`src/rtl/apb_pkg.sv`:
```
// Shared APB definitions: FSM state encoding and default bus widths.
// Used by the APB master, the APB slave and the benches.
package apb_pkg;

  localparam int APB_ADDR_W = 8;
  localparam int APB_DATA_W = 8;

  typedef enum logic [1:0] {
    IDLE   = 2'b00,
    SETUP  = 2'b01,
    ACCESS = 2'b10
  } apb_state_e;

endpackage

```
`src/rtl/apb_timeout_counter.sv`:
```
// Saturating ACCESS-phase wait counter; flags the last permitted wait cycle.
// With TIMEOUT == 0 the timeout is disabled and expired stays low.
module apb_timeout_counter #(
  parameter int TIMEOUT = 16
) (
  input  logic clk,
  input  logic rst,
  input  logic clr,
  input  logic en,
  output logic expired
);

  localparam int CNT_W = (TIMEOUT > 0) ? $clog2(TIMEOUT + 1) : 1;
  localparam logic [CNT_W-1:0] CNT_MAX  = CNT_W'(TIMEOUT);
  localparam logic [CNT_W-1:0] CNT_LAST = CNT_W'(TIMEOUT - 1);

  logic [CNT_W-1:0] count;

  // NOTE: state registers use non-blocking assignments so every flop samples
  // pre-edge values; blocking here would create order-dependent simulation.
  always_ff @(posedge clk) begin
    if (rst || clr) begin
      count <= '0;
    end else if (en && (count != CNT_MAX)) begin
      count <= count + CNT_W'(1);
    end
  end

  assign expired = (TIMEOUT != 0) && (count == CNT_LAST);

endmodule

```
`src/rtl/apb_master.sv`:
```
// APB3 initiator: turns one local read/write command into a SETUP/ACCESS
// transfer and returns a single-cycle response with read data and error flag.
module apb_master
  import apb_pkg::*;
#(
  parameter int ADDR_W  = APB_ADDR_W,
  parameter int DATA_W  = APB_DATA_W,
  parameter int TIMEOUT = 16
) (
  input  logic              clk,
  input  logic              rst,
  input  logic              cmd_valid,
  output logic              cmd_ready,
  input  logic              cmd_write,
  input  logic [ADDR_W-1:0] cmd_addr,
  input  logic [DATA_W-1:0] cmd_wdata,
  output logic              rsp_valid,
  output logic [DATA_W-1:0] rsp_rdata,
  output logic              rsp_err,
  output logic              psel,
  output logic              penable,
  output logic              pwrite,
  output logic [ADDR_W-1:0] paddr,
  output logic [DATA_W-1:0] pwdata,
  input  logic [DATA_W-1:0] prdata,
  input  logic              pready,
  input  logic              pslverr
);

  apb_state_e state, state_next;
  logic       accept;
  logic       complete;
  logic       abort;
  logic       expired;

  assign cmd_ready = (state == IDLE) && !rst;
  assign accept    = cmd_valid && cmd_ready;
  assign complete  = (state == ACCESS) && pready;
  // pready wins over a simultaneous timeout.
  assign abort     = (state == ACCESS) && !pready && expired;

  apb_timeout_counter #(
    .TIMEOUT (TIMEOUT)
  ) u_timeout (
    .clk     (clk),
    .rst     (rst),
    .clr     (accept),
    .en      ((state == ACCESS) && !pready),
    .expired (expired)
  );

  always_ff @(posedge clk) begin
    if (rst) begin
      state <= IDLE;
    end else begin
      state <= state_next;
    end
  end

  // NOTE: assigning state_next before the case keeps every path driven,
  // so no latch is inferred for unlisted transitions.
  always_comb begin
    state_next = state;
    case (state)
      IDLE:    if (accept) state_next = SETUP;
      SETUP:   state_next = ACCESS;
      ACCESS:  if (complete || abort) state_next = IDLE;
      default: state_next = IDLE;
    endcase
  end

  // APB strobes follow the next state so they are registered yet cycle-aligned.
  always_ff @(posedge clk) begin
    if (rst) begin
      psel      <= 1'b0;
      penable   <= 1'b0;
      pwrite    <= 1'b0;
      paddr     <= '0;
      pwdata    <= '0;
      rsp_valid <= 1'b0;
      rsp_err   <= 1'b0;
      rsp_rdata <= '0;
    end else begin
      psel      <= (state_next != IDLE);
      penable   <= (state_next == ACCESS);
      rsp_valid <= 1'b0;

      if (accept) begin
        pwrite <= cmd_write;
        paddr  <= cmd_addr;
        pwdata <= cmd_wdata;
      end

      if (complete) begin
        rsp_valid <= 1'b1;
        rsp_err   <= pslverr;
        rsp_rdata <= (!pwrite && !pslverr) ? prdata : '0;
      end else if (abort) begin
        rsp_valid <= 1'b1;
        rsp_err   <= 1'b1;
        rsp_rdata <= '0;
      end
    end
  end

endmodule

```
`config.mk`:
```
export PLATFORM = sky130hd
export DESIGN_NAME = apb_master
export DESIGN_NICKNAME = d
export VERILOG_FILES = /design/src/rtl/apb_pkg.sv /design/src/rtl/apb_timeout_counter.sv /design/src/rtl/apb_master.sv
export SDC_FILE = /design/constraint.sdc
export NUM_CORES = 1
export LEC_CHECK = 0
export ABC_AREA = 1
export CORE_ASPECT_RATIO = 0.75
export CORE_MARGIN = 4
export CORE_UTILIZATION = 39
export CTS_CLUSTER_DIAMETER = 150
export DETAILED_ROUTE_END_ITERATION = 16
export GPL_ROUTABILITY_DRIVEN = 1
export MAX_ROUTING_LAYER = met4
export PLACE_DENSITY = 0.78
export SLEW_MARGIN = 0
export SYNTH_ARGS = -nofsm -noshare
export SYNTH_HDL_FRONTEND = slang
export SYNTH_HIERARCHICAL = 1
export SYNTH_SLANG_ARGS = --single-unit
```
`constraint.sdc`:
```
create_clock -name clk -period 1.58 [get_ports clk]
set_clock_uncertainty 0.1 [all_clocks]
set_input_delay 0.316 -clock clk [delete_from_list [all_inputs] [get_ports clk]]
set_output_delay 0.316 -clock clk [all_outputs]
set_load 0.005 [all_outputs]
```
* Yosys cells after proc, flatten, opt, wreduce, memory -nomap -nowiden
Index checks and enable logic that the tools add are counted.
Cells by class: reduce and logical (&&, ||, !) cells 16, eq/ne operators 5, muxes and demuxes 10, $add $sub $neg 1
Operators with widths (number):
- 8-bit 2-to-1 mux | 3
- 1-bit logical AND | 7
- 2-bit one-hot mux with 3 select lines | 1
- 5-bit by 1-bit adder with 5-bit output (second input constant) | 1
- 5-bit by 4-bit equality test with 1-bit output (second input constant) | 1
- 5-bit inequality test (second input constant) | 1
- 2-bit equality test (second input constant) | 2
- 1-bit zero test | 4
- 1-bit 2-to-1 mux | 4
- 2-bit 2-to-1 mux | 2
- 2-bit nonzero test | 2
- 2-bit by 1-bit equality test with 1-bit output (second input constant) | 1
- 2-bit zero test | 1
- 1-bit logical OR | 2
Word-level totals: output and inout port bits 30, register bits after elaboration 36, bits of input ports 30

* Logic depth before layout (Yosys ltp)
Gate-level depths: netlist of run 1.
word-level depth 7, gate-level depth with buffers 9, depth with buffers taken out 8

* By module
Netlist of run 1, hierarchy kept.
Modules (own cells, without submodules):
- apb_master | sequential area each 620.6 um2, times used 1, cells an instance 189, area each 1258.7 um2
- apb_timeout_counter | sequential area each 100.1 um2, times used 1, cells an instance 43, area each 295.3 um2

* Worst setup path before layout of run 1
OpenSTA, ideal clock, no wires.
kind register to register, start point register u_timeout.count[0], end point register rsp_rdata[0], setup time 70 ps, data required time 1410 ps, setup slack 55 ps, period minus slack after synthesis 1525 ps, cell stages (with the launch flop) 9, arrival 1354 ps, buffers on the path 0, cell sequence dfxtp_1 ha_1 and3_1 ha_1 inv_1 nand2_1 nand2_1 nand2_1 a21oi_1
Between the ends: cells in the longest elaborated chain, start to end 3
RTL lines:
- start, declared | line apb_timeout_counter.sv:17 | logic [CNT_W-1:0] count;
- start signal, assigned | line apb_timeout_counter.sv:25 | count <= count + CNT_W'(1);
- 5-bit by 4-bit equality test with 1-bit output | line apb_timeout_counter.sv:29 | assign expired = (TIMEOUT != 0) && (count == CNT_LAST);
- named net expired | line apb_master.sv:34 | logic expired;
- 1-bit logical AND | line apb_master.sv:40 | assign abort = (state == ACCESS) && !pready && expired;
- 2-bit nonzero test (no source line)
- end signal, assigned | line apb_master.sv:97 | rsp_rdata <= (!pwrite && !pslverr) ? prdata : '0;
- end, declared | line apb_master.sv:18 | output logic [DATA_W-1:0] rsp_rdata,
The timed path passes the listed nets, and every way through them passes these cells. A chain may end at the register's enable or synchronous reset.

* Worst setup path after layout of run 1
start point register pwrite, end point output port pwrite
RTL lines:
- start, declared | line apb_master.sv:22 | output logic pwrite,
- start signal, assigned | line apb_master.sv:89 | pwrite <= cmd_write;
No word-level cell between the ends.

==> impl_metrics.env, run 1 <==
export IMPL_status="finished clean"
export IMPL_numCtsBuffers=5
export IMPL_syn_avg_cell_area_um2=6.70
export IMPL_fin_util_pct=65.3
export IMPL_grt_use_met2_pct=24.5
export IMPL_mostFrequentLayoutCells="nand2_1 (68), nor2_1 (53), clkdlybuf4s50_1 (46), inv_1 (37), dfxtp_1 (34)"
export IMPL_final_antenna_net_count=0
export IMPL_cts_sinks=36
export IMPL_setup_viol=0
export IMPL_rsz0062_at_grt="false"
export IMPL_top_usage_layer="met2"
export IMPL_gp_congestion=0.844
export IMPL_synthTopCellsByArea="dfxtp_1 (46%), nand2_1 (17%), nor2_1 (13%), inv_1 (9.2%), a21oi_1 (3.9%)"
export IMPL_drt_iter0_drc=26
export IMPL_hold_viol_final=0
export IMPL_pre_cts_ws_ps=-245
export IMPL_cts_hold_buf=0
export IMPL_routed_wl_mm=3.57
export IMPL_clk_pin_slew_ps=60
export IMPL_dp_cells=352
export IMPL_leakage_nw=1.32
export IMPL_drv_cap=0
export IMPL_power_density_nw_per_um2=816
export IMPL_peakVddDrop_mv=0.506
export IMPL_drc_errors=0
export IMPL_end_kind="output pin"
export IMPL_io_buffers=59
export IMPL_first_pass_iters=4
export IMPL_grtUsageMet1_pct=17.3
export IMPL_finalNetCount=340
export IMPL_fin_ws_ps=38.5
export IMPL_core_area_um2=3760
export IMPL_ios=60
export IMPL_grt_pass1_vias=1488
export IMPL_crit_arrival_ps=1130
export IMPL_grt_start_max_net_pins=37
export IMPL_synth_seq_cells=36
export IMPL_yosys_area_top_type="dfxtp_1"
export IMPL_rows=19
export IMPL_critPathKind="flop to output pin"
export IMPL_drive_gt1_share_pct=11.7
export IMPL_cts_setup_buffers=0
export IMPL_cp_cell_sequence="clkdlybuf4s50_1"
export IMPL_tightest_slew_ps=260
export IMPL_clock_path_buffers=2
export IMPL_critical_path_peak_fanout=2
export IMPL_grt_use_total_pct=15.6
export IMPL_cts_tree="yes"
export IMPL_avgViaCountPerCell=4.25
export IMPL_start_util_pct=41.4
export IMPL_layout_min_cycle_time_ps=1540
export IMPL_mostFrequentLayoutCell="nand2_1"
export IMPL_relSlewSlack_pct=82.7
export IMPL_die_area_um2=5070
export IMPL_post_dp_hpwl_mm=2.63
export IMPL_layout_cells_non_filler=359
export IMPL_worstSetupStartpointType="flop"
export IMPL_dieHeight_um=62.7
export IMPL_cts_root_buf="clkbuf_8"
export IMPL_grt_pass1_wl_mm=6.11
export IMPL_cp_required_ps=1160
export IMPL_slowest_stage="clkdlybuf4s50_1"
export IMPL_cp_top_family="buffers and inverters"
export IMPL_use_met3_pct=7.20
export IMPL_finalCritPeriodShare_pct=97.6
export IMPL_power_mw=2.00
export IMPL_antenna_found_initial=0
export IMPL_vias=1524
export IMPL_max_freq_mhz=649
export IMPL_cp_num_buf_inv=1
export IMPL_clk_latency_ps=280
export IMPL_area_growth_pct=57.8
export IMPL_grt_overflow=0
export IMPL_wl_per_cell_um=9.94
export IMPL_synth_yosys_seq_area_share_pct=46.4
export IMPL_cts_htree_levels=2
export IMPL_yosysWarnings=6
export IMPL_synth_top_area_share_pct=46.4
export IMPL_hp_class="flop to flop"
export IMPL_critPathMaxStageDelay_ps=510
export IMPL_netlist_cell_type_count=18
export IMPL_syn_instance_count=232
export IMPL_slew_violations=0
export IMPL_syn_nets=265
export IMPL_synth_area_um2=1550
export IMPL_diodes=0
export IMPL_fp_dieW_um=80.9
state kept, by name, indices dropped and copies added, names as in the netlist:
name / flops
state: 2
penable: 1
rsp_valid: 1
paddr: 8
rsp_rdata: 8
u_timeout/count: 5
pwdata: 8
pwrite: 1
psel: 1
rsp_err: 1
synthesized netlist by cell type:
| library cell | number |
|---|---|
| nand2_2 | 1 |
| o21a_1 | 1 |
| inv_1 | 38 |
| clkinv_1 | 1 |
| nand3_1 | 5 |
| nor2_1 | 53 |
| a21oi_1 | 12 |
| and3_1 | 1 |
| dfxtp_1 | 36 |
| buf_2 | 3 |
| nand2_1 | 70 |
| buf_6 | 2 |
| or2_0 | 1 |
| nor2_2 | 2 |
| clkbuf_1 | 1 |
| ha_1 | 3 |
| nand3_4 | 1 |
| nor3_1 | 1 |
worst paths after layout:
path / start / to / slack [ps] / depth (start not counted)
setup reg to reg: u_timeout/count[0] / rsp_rdata[6] / 70 / 9
setup / recovery: pwrite / pwrite / 40 / 1
hold reg to reg: rsp_rdata[1] / rsp_rdata[1] / 360 / 2
hold / removal: rsp_rdata[1] / rsp_rdata[1] / 360 / 2
through the flow:
stage | area (um^2) | setup TNS (ps) | hold WS (ps)
floorplan | 1550 | 0 | 351
global placement | 2310 | -3230 | 352
detailed placement | 2310 | -3420 | 354
CTS | 2410 | 0 | 364
global route | 2450 | 0 | 379
finish | 2450 | 0 | 358
power by group:
| part | total [mW] | leakage (nW) | switching, mW | internal (mW) |
|---|---|---|---|---|
| registers | 0.975 | 0.295 | 0.0221 | 0.953 |
| clock network | 0.689 | 0.0503 | 0.301 | 0.388 |
| logic | 0.338 | 0.977 | 0.144 | 0.194 |
| total | 2.00 | 1.32 | 0.467 | 1.53 |
final cells by class:
type	instances	area [um^2]
multi-input combinational	151	667
tap	52	65.1
inverter	39	146
clock buffer	7	96.3
fill	366	1300
timing repair buffer	74	754
sequential	36	723
per-layer routing:
metal | up-vias | share of wire (%)
li1 | 825 | -
met1 | 644 | 46
met2 | 50 | 42
met3 | 5 | 11
met4 | 0 | 1.2
met5 | - | 0
cell families (layout without fill, tap and decap cells):
| family | count (synthesis) | count (layout) | share of synthesized area (%) |
|---|---|---|---|
| AOI/OAI and AO/OA | 13 | 13 | 4.35 |
| adders and majority gates | 3 | 3 | 2.42 |
| and+or+nand+nor | 135 | 135 | 34.8 |
| buffers and inverters | 45 | 120 | 12.1 |
| DFF | 36 | 36 | 46.4 |
repair_timing:
| action | CTS | global route |
|---|---|---|
| resized for setup | 5 | 19 |
| endpoints found under the hold margin | 0 | 0 |
| pin swaps | 0 | 2 |
| setup endpoints to repair | 11 | 21 |
Power figures use the tool's default switching activity.
==> inputs of run 2 (changes only) <==
--- a/config.mk
+++ b/config.mk
@@ -8,14 +8,13 @@
 export ABC_AREA = 1
 export CORE_ASPECT_RATIO = 0.75
 export CORE_MARGIN = 4
-export CORE_UTILIZATION = 39
+export CORE_UTILIZATION = 37
 export CTS_CLUSTER_DIAMETER = 150
 export DETAILED_ROUTE_END_ITERATION = 16
 export GPL_ROUTABILITY_DRIVEN = 1
 export MAX_ROUTING_LAYER = met4
-export PLACE_DENSITY = 0.78
+export PLACE_DENSITY = 0.77
 export SLEW_MARGIN = 0
 export SYNTH_ARGS = -nofsm -noshare
 export SYNTH_HDL_FRONTEND = slang
-export SYNTH_HIERARCHICAL = 1
 export SYNTH_SLANG_ARGS = --single-unit
==> run 2 against run 1 <==
Compared with the run above:
- sequential share of layout area is 1.5 points higher
- area after synthesis is 9.2% lower
- sequential power fell by 0.6%
- register-to-register slack gained 30 ps
- maximum frequency down 0.22%
- hold slack worse by 16 ps
- wire length down 1.3%
- via count shrank 8.9%
- power rose by 7.5%
- design area decreased by 4.7%
- sequential cell count unchanged
==> impl_metrics.env, run 2 <==
export IMPL_setup_viol=0
export IMPL_cts_hold_buf=0
export IMPL_layout_cells_non_filler=311
export IMPL_cts_tree="yes"
export IMPL_comb_power_share_pct=13.5
export IMPL_clk_latency_ps=290
export IMPL_synth_edf_count=0
export IMPL_antenna_found_initial=0
export IMPL_synth_commonest_cells="nand2_1 (74), dfxtp_1 (36), a21oi_1 (18)"
export IMPL_max_freq_mhz=647
export IMPL_synth_area_um2=1410
export IMPL_first_pass_iters=4
export IMPL_gp_congestion=0.805
export IMPL_syn_nets=216
export IMPL_fp_dieW_um=79.3
export IMPL_hp_class="flop to flop"
export IMPL_avgViaCountPerCell=4.47
export IMPL_worstSetupStartpointType="flop"
export IMPL_ios=60
export IMPL_clk_pin_slew_ps=70
export IMPL_drive_gt1_share_pct=14.3
export IMPL_clock_path_buffers=2
export IMPL_grt_start_max_net_pins=19
export IMPL_switching_share_pct=22.0
export IMPL_cts_setup_buffers=0
export IMPL_yosysMostFrequentCell="nand2_1"
export IMPL_vias=1389
export IMPL_synthTopCellsByArea="dfxtp_1 (51%), nand2_1 (20%), a21oi_1 (6.4%), nand3_1 (4.6%), inv_1 (3.2%)"
export IMPL_final_antenna_net_count=0
export IMPL_cts_sinks=36
export IMPL_mostFrequentLayoutCell="nand2_1"
export IMPL_cp_num_buf_inv=1
export IMPL_tightest_slew_ps=309
export IMPL_grt_use_total_pct=15.4
export IMPL_rows=19
export IMPL_diodes=0
export IMPL_io_buffers=59
export IMPL_routed_wl_mm=3.52
export IMPL_reg_top3="paddr x8, pwdata x8, rsp_rdata x8"
export IMPL_synth_yosys_seq_area_share_pct=51.1
export IMPL_numCtsBuffers=5
export IMPL_syn_instance_count=183
export IMPL_leakage_nw=1.28
export IMPL_cp_cell_sequence="clkdlybuf4s50_1"
export IMPL_slowest_stage="clkdlybuf4s50_1"
export IMPL_power_frac_clock_pct=41.4
export IMPL_dieHeight_um=61.5
export IMPL_critPathMaxStageDelay_ps=500
export IMPL_slew_violations=0
export IMPL_p_switching_mw=0.473
export IMPL_finalNetCount=291
export IMPL_drv_cap=0
export IMPL_cp_required_ps=1160
export IMPL_whs_ps=342
export IMPL_grt_pass1_wl_mm=5.56
export IMPL_end_kind="output pin"
export IMPL_critPathKind="flop to output pin"
export IMPL_cts_htree_levels=2
export IMPL_crit_arrival_ps=1130
export IMPL_drt_iter0_drc=61
export IMPL_area_growth_pct=65.6
export IMPL_finalCritPeriodShare_pct=97.8
export IMPL_power_frac_seq_pct=45.1
export IMPL_design_area_um2=2340
export IMPL_netlist_cell_type_count=19
export IMPL_internal_power_mw=1.68
export IMPL_power_density_nw_per_um2=920
export IMPL_fill_cells=314
export IMPL_critical_path_peak_fanout=2
export IMPL_grt_overflow=0
export IMPL_syn_avg_cell_area_um2=7.71
export IMPL_status="finished clean"
export IMPL_cts_root_buf="clkbuf_8"
export IMPL_synth_seq_cells=36
export IMPL_yosys_area_top_type="dfxtp_1"
export IMPL_yosysWarnings=0
export IMPL_synth_top_area_share_pct=51.1
export IMPL_fin_util_pct=63.8
export IMPL_cp_top_family="buffers and inverters"
export IMPL_placed_area_um2=2140
export IMPL_die_area_um2=4880
export IMPL_core_area_um2=3660
export IMPL_ys_async_sr_fraction_pct=0
export IMPL_relSlewSlack_pct=79.4
export IMPL_grt_pass1_vias=1272
export IMPL_synth_ff_type="dfxtp_1"
export IMPL_post_dp_hpwl_mm=2.52
export IMPL_dp_cells=303
export IMPL_mostFrequentLayoutCells="nand2_1 (72), clkdlybuf4s50_1 (38), dfxtp_1 (34), dlymetal6s2s_1 (19), a21oi_1 (18)"
export IMPL_hold_viol_final=0
export IMPL_layout_min_cycle_time_ps=1540
export IMPL_drc_errors=0
export IMPL_start_util_pct=38.6
export IMPL_wl_per_cell_um=11.3
export IMPL_rsz0062_at_grt="true"
export IMPL_peakVddDrop_mv=0.550
[run 2: path summary, 6_finish.rpt]
kind	startpoint	end	slack, ps	cells past startpoint
setup reg to reg	u_timeout.count[0]	rsp_rdata[0]	100	9
setup / recovery	rsp_rdata[1]	rsp_rdata[1]	40	1
hold / removal	pwdata[5]	pwdata[5]	340	2
hold reg to reg	pwdata[5]	pwdata[5]	340	2
[run 2: per-stage QoR]
step           worst slack, ps  TNS [ps]  total power [mW]
2_1_floorplan              149         0              1.10
3_3_place_gp              -363     -4390              1.28
3_5_place_dp              -341     -4830              1.29
4_1_cts                   14.4         0              2.17
5_1_grt                  -13.1     -22.7              2.25
6_report                  35.2         0              2.15
[run 2: final cells by class]
cell class                      count  area [um^2]  area share [%]
Multi-Input combinational cell    129          619            26.5
Clock inverter                      1         30.0            1.28
Tap cell                           52         65.1            2.78
Timing Repair Buffer               72          746            31.9
Clock buffer                        7         96.3            4.12
Sequential cell                    36          723            30.9
Inverter                           14         57.6            2.46
[run 2: what timing repair did]
item,CTS,global route
pin swaps,1,1
endpoints found under the setup margin,2,48
gates resized for setup,3,31
[run 2: worst register-to-register path: stages, from the launching register on]
cell and delay [ps]:
dfxtp_1 320, ha_1 210, inv_1 90, nor3_2 40, ha_2 160, inv_1 70, nand2_2 80, nand2_4 120
nand2_1 70, a21oi_1 150
[run 2: power by group through the flow]
stage	clock (mW)	sequential, mW	combinational, mW
2_1_floorplan	0	0.996	0.100
3_3_place_gp	0	0.989	0.295
3_5_place_dp	0	0.990	0.296
4_1_cts	0.901	0.970	0.296
5_1_grt	0.957	0.975	0.322
6_report	0.891	0.969	0.291
[run 2: per-layer routing]
metal,global-route usage [%],vias to the layer above,routed length [um]
met1,19.1,608,1560
met2,21.9,48,1570
met4,3.68,0,37
met5,-,-,0
li1,-,727,-
met3,8.63,6,354
[run 2: kinds of logic (layout without fill, tap and decap cells)]
group	Yosys count	after routing	synth area share, %
flip-flops	36	36	51.1
AND/OR/NAND/NOR	107	107	32.9
buffers and inverters	18	94	6.65
AO/OA/AOI/OAI	19	19	6.74
adder cells (fa/ha/maj)	3	3	2.66
